### config.mk
export PLATFORM = sky130hd
export DESIGN_NAME = branch_resolver
export DESIGN_NICKNAME = d
export VERILOG_FILES = /design/src/rtl/branch_resolver.sv
export SDC_FILE = /design/constraint.sdc
export NUM_CORES = 1
export LEC_CHECK = 0
export ABC_CLOCK_PERIOD_IN_PS = 3300
export CAP_MARGIN = 20
export CORE_AREA = 2 2 65 67
export CTS_CLUSTER_SIZE = 10
export DETAILED_ROUTE_END_ITERATION = 10
export DIE_AREA = 0 0 67 69
export GPL_TIMING_DRIVEN = 0
export PLACE_DENSITY = 0.66
export SYNTH_ARGS = -nofsm -noshare
export SYNTH_HDL_FRONTEND = slang
export SYNTH_SLANG_ARGS = --single-unit
### constraint.sdc
create_clock -name clk -period 3.3 [get_ports clk]
set_input_delay 0.66 -clock clk [delete_from_list [all_inputs] [get_ports clk]]
set_output_delay 0.66 -clock clk [all_outputs]
set_load 0.02 [all_outputs]
### src/rtl/branch_resolver.sv
// rtl/branch_resolver.sv - in-order branch resolution queue with BHT update and mispredict flush
//
// Tracks in-flight branch predictions in a small FIFO of {pred_taken, pred_hist}.
// When the execute stage resolves the oldest branch, the entry is popped and a
// registered BHT update strobe is emitted; a wrong prediction also raises a
// one-cycle mispredict strobe, squashes every younger entry and reports the
// corrected global history.
//
// Optional feature: define BRANCH_RESOLVER_STATS_EN to build saturating
// hit/miss prediction counters; otherwise hit_cnt and miss_cnt are tied to 0.
//
// Parameters:
//   DEPTH        in-flight queue entries, power of two, 2..16
//   HIST_W       global history width (= BHT index width)
// Ports:
//   clk          single clock, rising edge
//   reset_n      asynchronous active-low reset
//   pred_valid   prediction issued for a fetched branch
//   pred_taken   predicted direction (1 = taken)
//   pred_hist    history used for the BHT lookup
//   pred_ready   queue can accept a prediction (not full)
//   res_valid    oldest in-flight branch resolves this cycle
//   res_taken    actual outcome
//   upd_valid    one-cycle BHT update strobe
//   upd_index    BHT entry to update (stored pred_hist)
//   upd_outcome  outcome for the BHT counter
//   mispredict   one-cycle flush strobe
//   rec_hist     corrected history after a mispredict (held otherwise)
//   flush_count  younger entries squashed by the mispredict
//   occupancy    current entry count
//   hit_cnt      correct predictions (saturating, stats build only)
//   miss_cnt     mispredictions (saturating, stats build only)

module branch_resolver #(
    parameter int DEPTH  = 4,
    parameter int HIST_W = 2
) (
    input  logic                     clk,
    input  logic                     reset_n,
    input  logic                     pred_valid,
    input  logic                     pred_taken,
    input  logic [HIST_W-1:0]        pred_hist,
    output logic                     pred_ready,
    input  logic                     res_valid,
    input  logic                     res_taken,
    output logic                     upd_valid,
    output logic [HIST_W-1:0]        upd_index,
    output logic                     upd_outcome,
    output logic                     mispredict,
    output logic [HIST_W-1:0]        rec_hist,
    output logic [$clog2(DEPTH):0]   flush_count,
    output logic [$clog2(DEPTH):0]   occupancy,
    output logic [7:0]               hit_cnt,
    output logic [7:0]               miss_cnt
);

    localparam int PTR_W = $clog2(DEPTH);
    localparam int OCC_W = PTR_W + 1;

    // Entry layout: bit HIST_W is the predicted direction, the rest is history.
    logic [HIST_W:0]       mem [DEPTH];
    logic [PTR_W-1:0]      wr_ptr;
    logic [PTR_W-1:0]      rd_ptr;

    logic                  full;
    logic                  pop;
    logic                  push;
    logic                  mis_now;
    logic                  head_taken;
    logic [HIST_W-1:0]     head_hist;
    logic [HIST_W-1:0]     rec_next;
    logic [OCC_W-1:0]      occ_next;

    // Readiness comes from the registered count only, so a same-cycle pop never
    // opens a slot for a push while the queue is full.
    assign full       = (occupancy == OCC_W'(DEPTH));
    assign pred_ready = ~full;

    assign head_taken = mem[rd_ptr][HIST_W];
    assign head_hist  = mem[rd_ptr][HIST_W-1:0];

    // Pop only a resident entry; on an empty queue res_valid is ignored, which
    // also guarantees a same-cycle push is never consumed immediately.
    assign pop     = res_valid & (occupancy != '0);
    assign mis_now = pop & (head_taken != res_taken);

    // A mispredict squashes the whole queue, including a push arriving with it.
    assign push    = pred_valid & pred_ready & ~mis_now;

    // Corrected history: shift the resolved outcome into the stored history.
    generate
        if (HIST_W > 1) begin : g_rec_shift
            assign rec_next = {head_hist[HIST_W-2:0], res_taken};
        end else begin : g_rec_bit
            assign rec_next = res_taken;
        end
    endgenerate

    always_comb begin
        occ_next = occupancy;
        if (mis_now) begin
            occ_next = '0;
        end else begin
            occ_next = occupancy + OCC_W'(push) - OCC_W'(pop);
        end
    end

    // Queue storage carries no reset: pointers and occupancy define validity.
    always_ff @(posedge clk) begin
        if (push) begin
            mem[wr_ptr] <= {pred_taken, pred_hist};
        end
    end

    always_ff @(posedge clk or negedge reset_n) begin
        if (!reset_n) begin
            wr_ptr    <= '0;
            rd_ptr    <= '0;
            occupancy <= '0;
        end else begin
            occupancy <= occ_next;
            if (push) begin
                wr_ptr <= wr_ptr + PTR_W'(1);
            end
            if (mis_now) begin
                // Discard everything younger by jumping the read side to the
                // write side; wr_ptr does not move since the push was dropped.
                rd_ptr <= wr_ptr;
            end else if (pop) begin
                rd_ptr <= rd_ptr + PTR_W'(1);
            end
        end
    end

    always_ff @(posedge clk or negedge reset_n) begin
        if (!reset_n) begin
            upd_valid   <= 1'b0;
            upd_index   <= '0;
            upd_outcome <= 1'b0;
            mispredict  <= 1'b0;
            rec_hist    <= '0;
            flush_count <= '0;
        end else begin
            upd_valid   <= pop;
            mispredict  <= mis_now;
            flush_count <= mis_now ? (occupancy - OCC_W'(1)) : '0;
            if (pop) begin
                upd_index   <= head_hist;
                upd_outcome <= res_taken;
            end
            if (mis_now) begin
                rec_hist <= rec_next;
            end
        end
    end

`ifdef BRANCH_RESOLVER_STATS_EN
    logic [7:0] hit_q;
    logic [7:0] miss_q;

    always_ff @(posedge clk or negedge reset_n) begin
        if (!reset_n) begin
            hit_q  <= '0;
            miss_q <= '0;
        end else begin
            if (pop && !mis_now && hit_q != 8'hff) begin
                hit_q <= hit_q + 8'd1;
            end
            if (mis_now && miss_q != 8'hff) begin
                miss_q <= miss_q + 8'd1;
            end
        end
    end

    assign hit_cnt  = hit_q;
    assign miss_cnt = miss_q;
`else
    assign hit_cnt  = 8'd0;
    assign miss_cnt = 8'd0;
`endif

endmodule

Word level (Yosys, flattened, before mapping)

Memory sizes are Yosys's and may differ from the RTL's.
Index checks and enable logic that the tools add are counted.

$add $sub $neg: 5
Equality and inequality tests: 2
Muxes and demuxes: 6
Bitwise operators: 6
Reduce and logical (&&, ||, !) cells: 2

Operators by type and width:

| kind                                              | count |
|---|---|
| two-way mux 3 bit                                 | 2 |
| adder 2 x 1 -> 2 bit (second input constant)      | 2 |
| bitwise AND 1 bit                                 | 4 |
| two-way mux 2 bit                                 | 2 |
| adder 3 x 1 -> 3 bit                              | 1 |
| == test 3 bit (second input constant)             | 1 |
| nonzero test 3 bit                                | 1 |
| subtractor 3 x 1 -> 3 bit                         | 1 |
| subtractor 3 x 1 -> 3 bit (second input constant) | 1 |
| two-way mux 1 bit                                 | 2 |
| inverter 1 bit                                    | 2 |
| nonzero test 2 bit                                | 1 |
| inequality test 1 bit                             | 1 |

Flip-flop bits (word level): 17
Bits in writable memories: 12
Input port bits: 8
Output and inout bits: 30
Logic and storage cells: 31
Memories kept: 1

Memory list:

| memory | words | bits a word | rd ports | clocked after memory_dff | wr ports | line | RTL |
|---|---|---|---|---|---|---|---|
| mem    | 4     | 3           | 1        | 0                        | 1        | 61   | `logic [HIST_W:0] mem [DEPTH];` |

Logic depth before layout (Yosys ltp)

Word-level depth: 8
Depth in mapped cells: 15
Depth with buffers taken out: 15

Worst setup path after synthesis

Ideal clock, no wire load.

Path kind: register to register
From: reg occupancy[1]
To: reg occupancy[2]
Setup time: 119 ps
Arrival time: 2827 ps
Data required time: 3181 ps
Setup slack: 354 ps
Stages on the path, launching flop included: 16
Buffers on the path: 0
Period minus slack after synthesis: 2946 ps
Cells stage by stage: dfrtp_1 > inv_1 > ha_1 > inv_1 > o21ai_4 > clkinv_1 > a21oi_4 > inv_1 > ha_1 > inv_1 > ha_1 > inv_1 > fa_1 > xnor2_1 > xnor2_1 > nor2_1

Word-level cells in the longest chain between the ends: 8
Elaborated cells on any way between the ends: 11
Those cells by class: add/sub (2); eq/ne (1); mux (1); bitwise (6); reduce/logical (1)

Ends and longest elaborated chain:

| what                      | line | RTL |
|---|---|---|
| from (decl)               | 52   | `output logic [$clog2(DEPTH):0] occupancy,` |
| from (signal assigned)    | 121  | `occupancy <= occ_next;` |
| nonzero test 3 bit (*)    | 84   | `assign pop = res_valid & (occupancy != '0);` |
| bitwise AND 1 bit (*)     | 84   |  |
| net pop                   | 66   | `logic pop;` |
| bitwise AND 1 bit         | 85   | `assign mis_now = pop & (head_taken != res_taken);` |
| inverter 1 bit            | 88   | `assign push = pred_valid & pred_ready & ~mis_now;` |
| bitwise AND 1 bit         | 88   |  |
| adder 3 x 1 -> 3 bit      | 104  | `occ_next = occupancy + OCC_W'(push) - OCC_W'(pop);` |
| subtractor 3 x 1 -> 3 bit | 104  |  |
| two-way mux 3 bit (*)     | 101  | `if (mis_now) begin` |
| net occ_next[2]           | 72   | `logic [OCC_W-1:0] occ_next;` |

Mark *: on every way through the listed nets, which the timed path passes. The rest lies on a longest branch.
A chain may end at the register's enable or synchronous reset.

Final worst setup path

Same ends and word-level chain as after synthesis.

==> metrics.txt <==
Net Sw Frac 0.376; clock root buffer clkbuf_8; post-synth top area cell dfrtp_1; slowest cell delay on critical path 410 ps; worst setup path category reg2reg; Via density 4.36; GRT Util Overall 0.126; ratio of cells with drive above 1 in the final layout 0.235; die height 69 um; vias in the first global route 879; Final GP Congestion 0.730; CTS Buffer Depth 2; max frequency 334 MHz; Critical Path AT 3160 ps; Avg WL per Cell 11.7 um; final WL 2520 um; slew margin rel. 0.486; synth warn 0; power density over the cells 885 nW/um2; port buffer count 20; DPL Wire Length 1990 um; antenna violations before repair 0; Final setup viols 0; Distinct cells, synth 36; DRC viols 0; area delta synth->final 27.6%; sw power 643 uW; routed vias 941; Antenna Nets Post-Route 0; largest net degree at the start of global routing 18; skew final 5.09 ps; synth top area cells dfrtp_1, edfxtp_1, buf_4, ha_1, mux4_1; setup TNS 0 ps; CP Launch Point occupancy[1]; 1st-iter DRT viols 56; Seq cells post-synth 29; hold-fix buffers at CTS 0; crit path launch type register; Tmin final 2990 ps; CTS tree done; Crit Reg-Reg Endpoint occupancy[2]; Synth Cell Area 1520 um2; Hold Path Class reg2reg; Synth Instances 121; fin nets 182; worst skew pair latency 280 ps; worst r2r src occupancy[1]; maximum VDD drop 0.397 mV; most frequent cells in the layout clkdlybuf4s50_1, buf_4, dfrtp_1; Die Wd 67 um; first-pass GRT wire length 4150 um; Slew @ Worst Pin 768 ps; io pins 38; final period utilization 0.906; max-cap violations 0; CP Data Required Time 3470 ps; Max Slew Vio Count 0; Sequential Power Share 0.340; RSZ-0062 raised after global routing no; commonest non-fill, non-tap cell in the layout clkdlybuf4s50_1; clock-pin slew on the worst setup and hold paths 60 ps; post-synthesis sequential area ratio 0.518; Critical Path End occupancy[2]; total die area 4620 um2; Pleak 0.000880 uW; Rows 23; Critical Path Sink Type register; CTS buffer count 5; run status complete, no violations; Comb power frac 0.503; Syn Area/Cell 12.5 um2; area share of the largest cell type after synthesis 0.281; initial cell density of the core 0.387; CP Cell Sequence inv_1, ha_1, inv_1, o21ai_4, clkinvlp_4, a21oi_4, inv_1, ha_1, inv_1, ha_1, inv_1, fa_1, xnor2_1, xnor2_1, nor2_1; total power 1710 uW; clock power share 0.157; htree depth 2; GR Overflow Total 0; final hold vios 0; ant diodes 0; Placed Instances 206; Finished Layout Cells 216; worst-path fanout max 8; Register-to-Register Path Depth 15; Sink Count 29; Core ar. 3910 um2; CP dominant cell by count inv_1; internal power 1070 uW; CP max-delay cell dfrtp_1; r2r setup slk 310 ps; DRT Pass-1 Iters 4
[power groups by stage]
stage          sequential [uW]  clock [uW]  combinational (uW)
6_report                   582         268                 861
5_1_grt                    598         298                 946
4_1_cts                    585         275                 862
3_5_place_dp               592           0                 861
3_3_place_gp               581           0                 829
2_1_floorplan              663           0                 505
[registers in the layout, summed over array words and instances, names as in the netlist]
signal / flops
mispredict: 1
mem: 12
upd_index: 2
wr_ptr: 2
upd_outcome: 1
flush_count: 3
rd_ptr: 2
occupancy: 3
rec_hist: 2
upd_valid: 1
[routing by layer]
layer / share of wire / GRT usage
met1: 0.41 / 0.143
met2: 0.51 / 0.206
met3: 0.065 / 0.0538
met4: 0.016 / 0.0476
met5: 0 / 0
[worst max-delay path, delay by kind of cell (launching register included)]
family          cells  cell delay (ps)
xor+xnor            2              300
compound gates      2              550
flops               1              410
fa+ha+maj           4              950
simple gates        1               50
buf+inv             6              610
[cell families after synthesis]
group                      Yosys count  synth area share
buffers and inverters               30             0.121
DFF                                 29             0.518
and+or+nand+nor                     28            0.0875
AOI/OAI and AO/OA                   10            0.0627
adders and majority gates            9            0.0792
xor gates and xnor gates             7            0.0454
muxes                                7            0.0833
other                                1           0.00247
[how the worst min path moves through the flow]
stage | depth (start not counted) | slack [ps] | start | to
6_report | 2 | 470 | upd_index[0] | upd_index[0]
3_3_place_gp | 2 | 460 | upd_index[0] | upd_index[0]
2_1_floorplan | 0 | 360 | reset_n | flush_count[0]
5_1_grt | 2 | 500 | upd_index[0] | upd_index[0]
3_5_place_dp | 2 | 460 | upd_index[0] | upd_index[0]
4_1_cts | 2 | 480 | upd_index[0] | upd_index[0]
[Yosys cell counts]
cell,count
a21oi_4,1
a221o_1,1
a22o_1,1
a32o_1,1
and2_1,1
and2_2,4
buf_2,1
buf_4,16
buf_6,1
clkbuf_1,1
clkinv_1,1
conb_1,1
dfrtp_1,17
edfxtp_1,12
fa_1,1
ha_1,8
inv_1,9
inv_4,1
mux2_2,1
mux2_4,2
mux2i_1,1
mux4_1,2
mux4_2,1
nand2_1,12
nand2_4,1
nand3_1,1
nor2_1,8
nor3_1,1
o21a_1,1
o21ai_0,2
o21ai_4,1
o21bai_1,1
o221ai_1,1
xnor2_1,5
xor2_1,1
xor2_2,1
[layout make-up]
cell class | count | area (um2)
fillers | 366 | 1980
flip-flops and latches | 29 | 786
multi-input cells | 77 | 603
repair buffers | 22 | 215
plain buffers | 19 | 140
clock buffers | 7 | 76.3
well taps | 50 | 62.6
inverters | 11 | 47.5
clock inverters | 1 | 3.75
[metrics by stage]
step                      cell area (um2)  worst slack, ps  hold slack, ps   util
final                                1930              309             473  0.494
after detailed placement             1840             -100             464  0.469
after CTS                            1920             76.2             478  0.489
after floorplan                      1570              354             364      -
after global routing                 1930              110             496  0.494
after global placement               1840            -75.7             459  0.469
[repair_timing]
| action | CTS | global route |
|---|---|---|
| setup endpoints to repair | 0 | 1 |
| gates resized for setup | 0 | 1 |
| setup buffers | 0 | 2 |
(Power assumes the default switching activity.)
